## config.mk

```make
export PLATFORM = sky130hd
export DESIGN_NAME = wb_queue
export DESIGN_NICKNAME = d
export VERILOG_FILES = /design/src/rtl/wb_queue.sv
export SDC_FILE = /design/constraint.sdc
export NUM_CORES = 1
export LEC_CHECK = 0
export BUFFER_PORTS_ARGS = -buffer_cell sky130_fd_sc_hd__buf_2
export CELL_PAD_IN_SITES_DETAIL_PLACEMENT = 1
export CELL_PAD_IN_SITES_GLOBAL_PLACEMENT = 1
export CORE_UTILIZATION = 40
export DETAILED_ROUTE_END_ITERATION = 10
export PLACE_DENSITY_LB_ADDON = 0.15
export SYNTH_ARGS = -nofsm -noshare
export SYNTH_HDL_FRONTEND = slang
export SYNTH_SLANG_ARGS = --single-unit
```

## constraint.sdc

```tcl
create_clock -name clk -period 4.8 [get_ports clk]
set_input_delay 0.24 -clock clk [delete_from_list [all_inputs] [get_ports clk]]
set_output_delay 0.24 -clock clk [all_outputs]
set_load 0.02 [all_outputs]
```

## src/rtl/wb_queue.sv

```systemverilog
// Four-entry writeback queue merging two writeback sources into one register-file write port.
// Also flags decode-stage read addresses that still have a write pending.
module wb_queue #(
    parameter int DEPTH = 4
) (
    input  logic        clk,
    input  logic        rst,
    input  logic        src0_valid,
    input  logic [4:0]  src0_wa,
    input  logic [31:0] src0_wd,
    output logic        src0_ready,
    input  logic        src1_valid,
    input  logic [4:0]  src1_wa,
    input  logic [31:0] src1_wd,
    output logic        src1_ready,
    output logic        rf_we,
    output logic [4:0]  rf_wa,
    output logic [31:0] rf_wd,
    input  logic [4:0]  qry_ra0,
    input  logic [4:0]  qry_ra1,
    output logic        qry_hit0,
    output logic        qry_hit1,
    output logic [2:0]  count,
    output logic        full,
    output logic        empty
);

    localparam logic [2:0] CAP = 3'(DEPTH);

    logic [4:0]  ent_wa [4];
    logic [31:0] ent_wd [4];
    logic [1:0]  head;
    logic [1:0]  tail;
    logic [1:0]  tail_p1;
    logic [2:0]  cnt;
    logic [2:0]  free;
    logic        enq0;
    logic        enq1;
    logic        pop;
    logic [1:0]  push_n;
    logic [3:0]  live;
    logic [3:0]  match0;
    logic [3:0]  match1;
    logic [1:0]  offset;

    // Space is judged from the registered count only; a pop this cycle frees nothing until next cycle.
    always_comb begin
        free       = CAP - cnt;
        src0_ready = !rst && (free != 3'd0);
        enq0       = src0_valid && src0_ready && (src0_wa != 5'd0);
        src1_ready = !rst && (enq0 ? (free >= 3'd2) : (free >= 3'd1));
        enq1       = src1_valid && src1_ready && (src1_wa != 5'd0);
        pop        = (cnt != 3'd0);
        push_n     = {1'b0, enq0} + {1'b0, enq1};
        tail_p1    = tail + 2'd1;
    end

    always_ff @(posedge clk) begin
        if (enq0) begin
            ent_wa[tail] <= src0_wa;
            ent_wd[tail] <= src0_wd;
        end
        if (enq1) begin
            ent_wa[enq0 ? tail_p1 : tail] <= src1_wa;
            ent_wd[enq0 ? tail_p1 : tail] <= src1_wd;
        end
    end

    always_ff @(posedge clk or posedge rst) begin
        if (rst) begin
            head <= 2'd0;
            tail <= 2'd0;
            cnt  <= 3'd0;
        end else begin
            if (pop) begin
                head <= head + 2'd1;
            end
            tail <= tail + push_n;
            cnt  <= cnt + {1'b0, push_n} - {2'b00, pop};
        end
    end

    // An entry is live when its distance from head is below the occupancy.
    always_comb begin
        live   = 4'd0;
        match0 = 4'd0;
        match1 = 4'd0;
        offset = 2'd0;
        for (int i = 0; i < 4; i++) begin
            offset    = 2'(i) - head;
            live[i]   = ({1'b0, offset} < cnt);
            match0[i] = (ent_wa[i] == qry_ra0);
            match1[i] = (ent_wa[i] == qry_ra1);
        end
        qry_hit0 = (qry_ra0 != 5'd0) && |(live & match0);
        qry_hit1 = (qry_ra1 != 5'd0) && |(live & match1);
    end

    always_comb begin
        rf_we = pop;
        rf_wa = pop ? ent_wa[head] : 5'd0;
        rf_wd = pop ? ent_wd[head] : 32'd0;
        count = cnt;
        full  = (cnt == CAP);
        empty = (cnt == 3'd0);
    end

endmodule

```

==> metrics.md, run 1 <==
| Metric | Value |
|---|---|
| Status | `finished with violations` |
| Failing checks | `DRC` |
| Vias after detailed routing | `about 5300` |
| Register area share after synthesis | `0.512` |
| Critical Path Fanout Max | `8` |
| Num CTS Buffers | `17` |
| CTS tree | `built` |
| Most frequent cells in the layout | `148 x edfxtp_1, 134 x buf_2, 76 x mux2_4, 72 x mux2_2` |
| CP arrival | `4.20 ns` |
| Clk_lat worst skew | `between 0.4 and 0.5 ns` |
| Overall Power | `about 6.1 mW` |
| Clock Skews | `0.0101 ns` |
| CTS H-Tree Depth | `4` |
| Gr busiest metal | `met2` |
| Crit end category | `register` |
| Area of the multi-input gates | `between 4000 and 5000 sq um` |
| Clock sink count | `around 160` |
| Yosys cell types | `39` |
| Setup TNS Final | `0 ns` |
| Initial antenna violation count | `4` |
| Total track usage | `0.200` |
| # rows | `between 50 and 60` |
| Routability cong. | `between 0.8 and 0.9` |
| Core area | `~22000 sq um` |
| Worst setup path start | `count[0]` |
| Synth area leaders | `edfxtp_1 49%, mux2_4 13%, mux4_2 9.2%` |
| Cells on worst reg2reg path | `17` |
| Chip height | `between 150 and 200 um` |
| Fin. max-slew vios | `0` |
| Yosys warnings | `0` |
| Fraction of registers with async set/reset | `0.0452` |
| Post-synth EDFFs | `approximately 150` |
| Final worst-path cycle share | `0.811` |
| Dpl hpwl | `around 14 mm` |
| Max-cap violation count | `0` |
| Pwr dens | `roughly 580 nW/um^2` |
| Vias in the first global route | `a little under 6000` |
| Port Buf Inserts | `134` |
| Worst reg2reg path endpoint | `count[2]` |
| Area grow syn2layout | `17.0%` |
| Clk slew on worst S/H paths | `roughly 0.070 ns` |
| VDD IR max | `0.000284 V` |
| Grt met3 use | `0.0512` |
| RR Startpoint | `count[0]` |
| FF-to-FF setup slack | `about 0.9 ns` |
| Vias per cell | `~5.4` |
| Tightest Pin Transition | `just over 0.9 ns` |
| Fill count | `roughly 2100` |
| Hold endpoint | `ent_wd[2][6]` |
| Clock root buffer | `clkbuf_16` |
| Synth Area per Inst | `~16 sq um` |
| Routed length per instance | `22.7 um` |
| Total congestion overflow | `0` |
| Initial core utilization | `0.411` |
| Register area | `between 4000 and 5000 sq um` |
| Instance count of the mapped netlist | `about 560` |
| Commonest non-fill, non-tap cell in the layout | `edfxtp_1` |
| PostCTS Resize Cnt | `0` |
| Leading area contributor after synthesis | `edfxtp_1` |
| Die area | `23200 sq um` |
| I/O pins | `135` |
| Layout cell share with drive strength beyond 1 | `0.541` |
| Nets | `~790` |
| Fin crit period | `about 3.9 ns` |
| Pin count of the biggest net entering global routing | `44` |
| Count of final hold-check violations | `0` |
| Mapped Nets | `664` |
| Pleak | `3.92 nW` |
| Post-Syn Area | `9030 sq um` |
| Die Wd | `152 um` |
| Critical path launch point type | `register` |
| Min-delay src | `src0_wd[6]` |
| Setup repair bufs after CTS | `0` |
| CTS max path bufs | `2` |
| Critical path class | `register to register` |
| Max_slew headroom | `0.385` |
| Worst Hold Class | `input port to register` |
| Data required, critical path | `between 5 and 6 ns` |
| Unrepaired setup endpoints after global routing | `false` |
| Fmax | `around 260 MHz` |
| Hold path cells | `2` |
| Finish-stage setup viols | `0` |
| DR iter-0 viols | `about 170` |
| Met2 track demand over resource | `0.355` |
| Met1 GRT Util | `0.242` |
| Seq cells post-synth | `155` |
| Drt pass-1 iters | `7` |
| WL final | `about 22 mm` |
| DRC viols | `22` |
| Synth top area share | `0.492` |
| Dominant synthesized flop cell | `edfxtp_1` |
| First-pass GRT wire length | `between 30 and 40 mm` |
| Antenna-violating nets left | `0` |
-- layer usage --
layer  routed length (um)  vias to the layer above
li1                     -                     2402
met3                  988                       29
met2                11600                      120
met5                   37                        -
met1                 9430                     2756
met4                  265                        6
-- power by group --
part	internal (mW)	switching [mW]
combinational	1.19	1.41
sequential	1.87	0.282
clock	0.790	0.569
total	3.85	2.26
-- Yosys cell counts, types with 2 or more instances --
master / n
nor3_1: 5
buf_2: 4
or4_1: 3
and2_1: 37
a21o_1: 4
clkbuf_1: 18
mux4_2: 37
o21ai_0: 3
a211oi_2: 4
dfrtp_1: 7
a21oi_1: 3
o22a_1: 2
nand3_1: 6
nor2_1: 3
or3_1: 2
nand4_1: 4
mux2_4: 76
o31ai_1: 4
xnor2_1: 26
xor2_1: 21
buf_1: 5
buf_6: 12
edfxtp_1: 148
ha_1: 19
o2111ai_1: 4
inv_1: 15
mux2_2: 72
-- critical path, cell delays in order (launching register included) --
cell	delay [ns]
dfrtp_1	0.46
inv_1	0.11
ha_1	0.25
ha_1	0.20
nor3b_1	0.59
o21ai_4	0.21
inv_4	0.16
o211ai_4	0.17
nor2_1	0.15
ha_1	0.26
inv_1	0.06
ha_1	0.21
inv_1	0.06
ha_1	0.14
inv_1	0.05
fa_1	0.36
xor2_1	0.18
xnor2_1	0.14
-- registers in the layout, indices dropped and copies added, names as in the netlist --
register and count:
head 2, ent_wd 128, tail 2, count 3, ent_wa 20
-- kinds of logic (layout without fill, tap and decap cells) --
group,Yosys count,count (layout),synth area share
compound gates,29,29,0.0283
fa+ha+maj,20,20,0.0286
flops,155,155,0.512
xor+xnor,47,47,0.0456
buf+inv,55,198,0.0337
other cells,0,2,0
mux,185,185,0.309
simple gates,65,65,0.0435
-- how the worst max path moves through the flow --
stage	to	slack, ns	cells after the start
final	count[2]	0.91	17
after global routing	count[2]	0.65	17
after CTS	count[2]	0.90	17
after detailed placement	count[2]	0.91	17
after global placement	count[2]	1.06	17
after floorplan	ent_wa[0][0]	1.09	10
-- layout make-up --
class                   instances  share of cell area
flip-flops and latches        155               0.438
multi-input cells             346               0.392
repair buffers                150              0.0751
clock buffers                  21              0.0426
well taps                     280              0.0332
clock inverters                11              0.0130
inverters                      16             0.00592
diodes                          2            0.000474
-- metrics by stage --
step                worst slack [ns]  hold WS [ns]  area, sq um  std cells   util
floorplan                       1.09        0.0728         9030        556      -
global placement                1.06         0.252         9960        946  0.454
detailed placement             0.906         0.262         9960        946  0.454
CTS                            0.899         0.134        10600        979  0.481
global route                   0.645         0.136        10600        980  0.481
finish                         0.909         0.147        10600        981  0.481
-- repair_timing --
action / CTS / global route
hold endpoints to repair: 7 / 0
endpoints found under the setup margin: 0 / 0
hold buffers: 1 / 0
(Power assumes the default switching activity.)
==> inputs of run 2 (changes only) <==
clock period = 3.37 ns   (was 4.8 ns; I/O delays follow)
==> run 2 against run 1 <==
Net effect: the flow still finishes with violations (DRC); die area stayed put; sequential power is 39% higher; clock skew is 0.0026 ns higher; routed wire length is 0.46% lower.
==> metrics.md, run 2 (same netlist as run 1, synthesis figures left out) <==
| Metric | Value |
|---|---|
| Status | `finished with violations` |
| Failing checks | `DRC` |
| CP arrival | `around 3.5 ns` |
| Fin crit period | `3.18 ns` |
| Clk slew on worst S/H paths | `around 0.07 ns` |
| Clock sink count | `between 150 and 200` |
| Pin count of the biggest net entering global routing | `39` |
| Vias per cell | `about 5.3` |
| Num CTS Buffers | `17` |
| # rows | `54` |
| CTS tree | `built` |
| FF-to-FF setup slack | `roughly 0.19 ns` |
| DR iter-0 viols | `200` |
| Biggest register | `ent_wd` |
| Commonest non-fill, non-tap cell in the layout | `edfxtp_1` |
| Critical Path Fanout Max | `4` |
| Pwr dens | `approximately 820 nW/um^2` |
| Port Buf Inserts | `134` |
| I/O pins | `around 140` |
| Chip height | `152 um` |
| Area grow syn2layout | `19.0%` |
| Worst reg2reg path endpoint | `count[2]` |
| CTS max path bufs | `2` |
| Dpl cells | `between 900 and 1000` |
| Nets | `807` |
| Die area | `~23000 sq um` |
| Drt pass-1 iters | `7` |
| Critical path class | `register to register` |
| Final instance area | `around 11000 sq um` |
| Non-Filler Instances | `992` |
| Overall Power | `~9 mW` |
| Most frequent cells in the layout | `148 x edfxtp_1, 134 x buf_2, 76 x mux2_4, 72 x mux2_2` |
| Max-cap violation count | `0` |
| Setup TNS Final | `0 ns` |
| Hold path cells | `2` |
| Clk_lat worst skew | `around 0.42 ns` |
| First-pass GRT wire length | `between 30 and 40 mm` |
| Count of final hold-check violations | `0` |
| RR Startpoint | `count[1]` |
| Max_slew headroom | `0.607` |
| Dpl hpwl | `between 10 and 15 mm` |
| CTS H-Tree Depth | `4` |
| Total track usage | `0.199` |
| Fmax | `about 310 MHz` |
| Critical path launch point type | `register` |
| Data required, critical path | `3.67 ns` |
| Initial antenna violation count | `2` |
| Cells on worst reg2reg path | `17` |
| WL final | `22.2 mm` |
| Fin. max-slew vios | `0` |
| Initial core utilization | `0.411` |
| Core area | `22000 sq um` |
| Vias after detailed routing | `around 5300` |
| DRC viols | `6` |
| Pleak | `between 4 and 5 nW` |
| Total congestion overflow | `0` |
| Antenna cells | `0` |
| Layout cell share with drive strength beyond 1 | `0.555` |
| Max FFs per register | `approximately 130` |
| Clock Skews | `0.0126 ns` |
| Final worst-path cycle share | `0.945` |
| Finish-stage setup viols | `0` |
| Hold endpoint | `ent_wd[2][16]` |
| Tightest Pin Transition | `between 0.5 and 0.6 ns` |
| VDD IR max | `0.000415 V` |
| Crit end category | `register` |
| Final core occ | `0.489` |
| Routability cong. | `0.847` |
| DP Area | `between 10000 and 15000 sq um` |
| Worst Hold Class | `input port to register` |
| Clock root buffer | `clkbuf_16` |
| Routed length per instance | `between 20 and 25 um` |
| Antenna-violating nets left | `0` |
| Die Wd | `between 150 and 200 um` |
| Vias in the first global route | `approximately 6000` |
| Min-delay src | `src0_wd[16]` |
==> run 2: cell types whose count changed in the layout (fill, tap and decap cells not counted), sizes merged <==
cell	delta
clkinvlp	-1
clkinv	+5
buf	+13
diode	-2
clkbuf	-4
==> run 2: timing repair <==
item,in CTS,in global routing
hold endpoints to repair,7,0
buffers inserted,0,5
gates resized for setup,1,2
pin swaps,1,2
hold buffers,1,0
endpoints found under the setup margin,1,1
cloned,0,0
==> run 2: worst max-delay path: stages, from the launching register on <==
cell and delay, ns:
dfrtp_1 0.36, inv_1 0.07, ha_1 0.22, ha_2 0.21, nor3b_4 0.28, o21ai_4 0.12, inv_4 0.09, o211ai_4 0.08
nor2_1 0.13, ha_1 0.26, inv_1 0.08, ha_1 0.22, inv_1 0.06, ha_1 0.13, inv_1 0.04, fa_1 0.38
xor2_1 0.19, xnor2_1 0.15
==> run 2: area by class of cell <==
| class | count | area, sq um |
|---|---|---|
| Clock buffer | 17 | 425 |
| Clock inverter | 15 | 146 |
| Fill cell | 2149 | 11200 |
| Inverter | 16 | 62.6 |
| Multi-Input combinational cell | 346 | 4160 |
| Sequential cell | 155 | 4620 |
| Tap cell | 280 | 350 |
| Timing Repair Buffer | 163 | 978 |
==> run 2: metrics by stage <==
step                      hold slack [ns]  setup slack (ns)
after global routing               0.0743          -0.00184
after global placement              0.194             0.148
after floorplan                   0.00129            0.0207
after detailed placement            0.208           -0.0458
final                              0.0878             0.186
after CTS                          0.0658           0.00285
==> run 2: layer usage <==
metal  global-route usage  routed length (um)  up-vias
met4               0.0583                 345        4
met3               0.0412                 951       25
li1                     -                   -     2421
met1                0.250                9640     2700
met2                0.345               11200      123
met5                    0                  23        -
==> run 2: how the worst max path moves through the flow <==
stage / startpoint / end / slack (ns) / cells past startpoint
floorplan: count[0] / count[2] / 0.02 / 17
global placement: count[1] / count[2] / 0.15 / 17
detailed placement: count[1] / count[2] / -0.05 / 17
CTS: count[1] / count[2] / 0.003 / 17
global route: count[0] / count[2] / -0.002 / 17
finish: count[1] / count[2] / 0.19 / 17
==> run 2: power breakdown <==
part | switching, mW | total, mW | internal, mW
Combinational | 2.12 | 3.93 | 1.81
Sequential | 0.312 | 2.98 | 2.66
Clock | 0.782 | 1.87 | 1.09
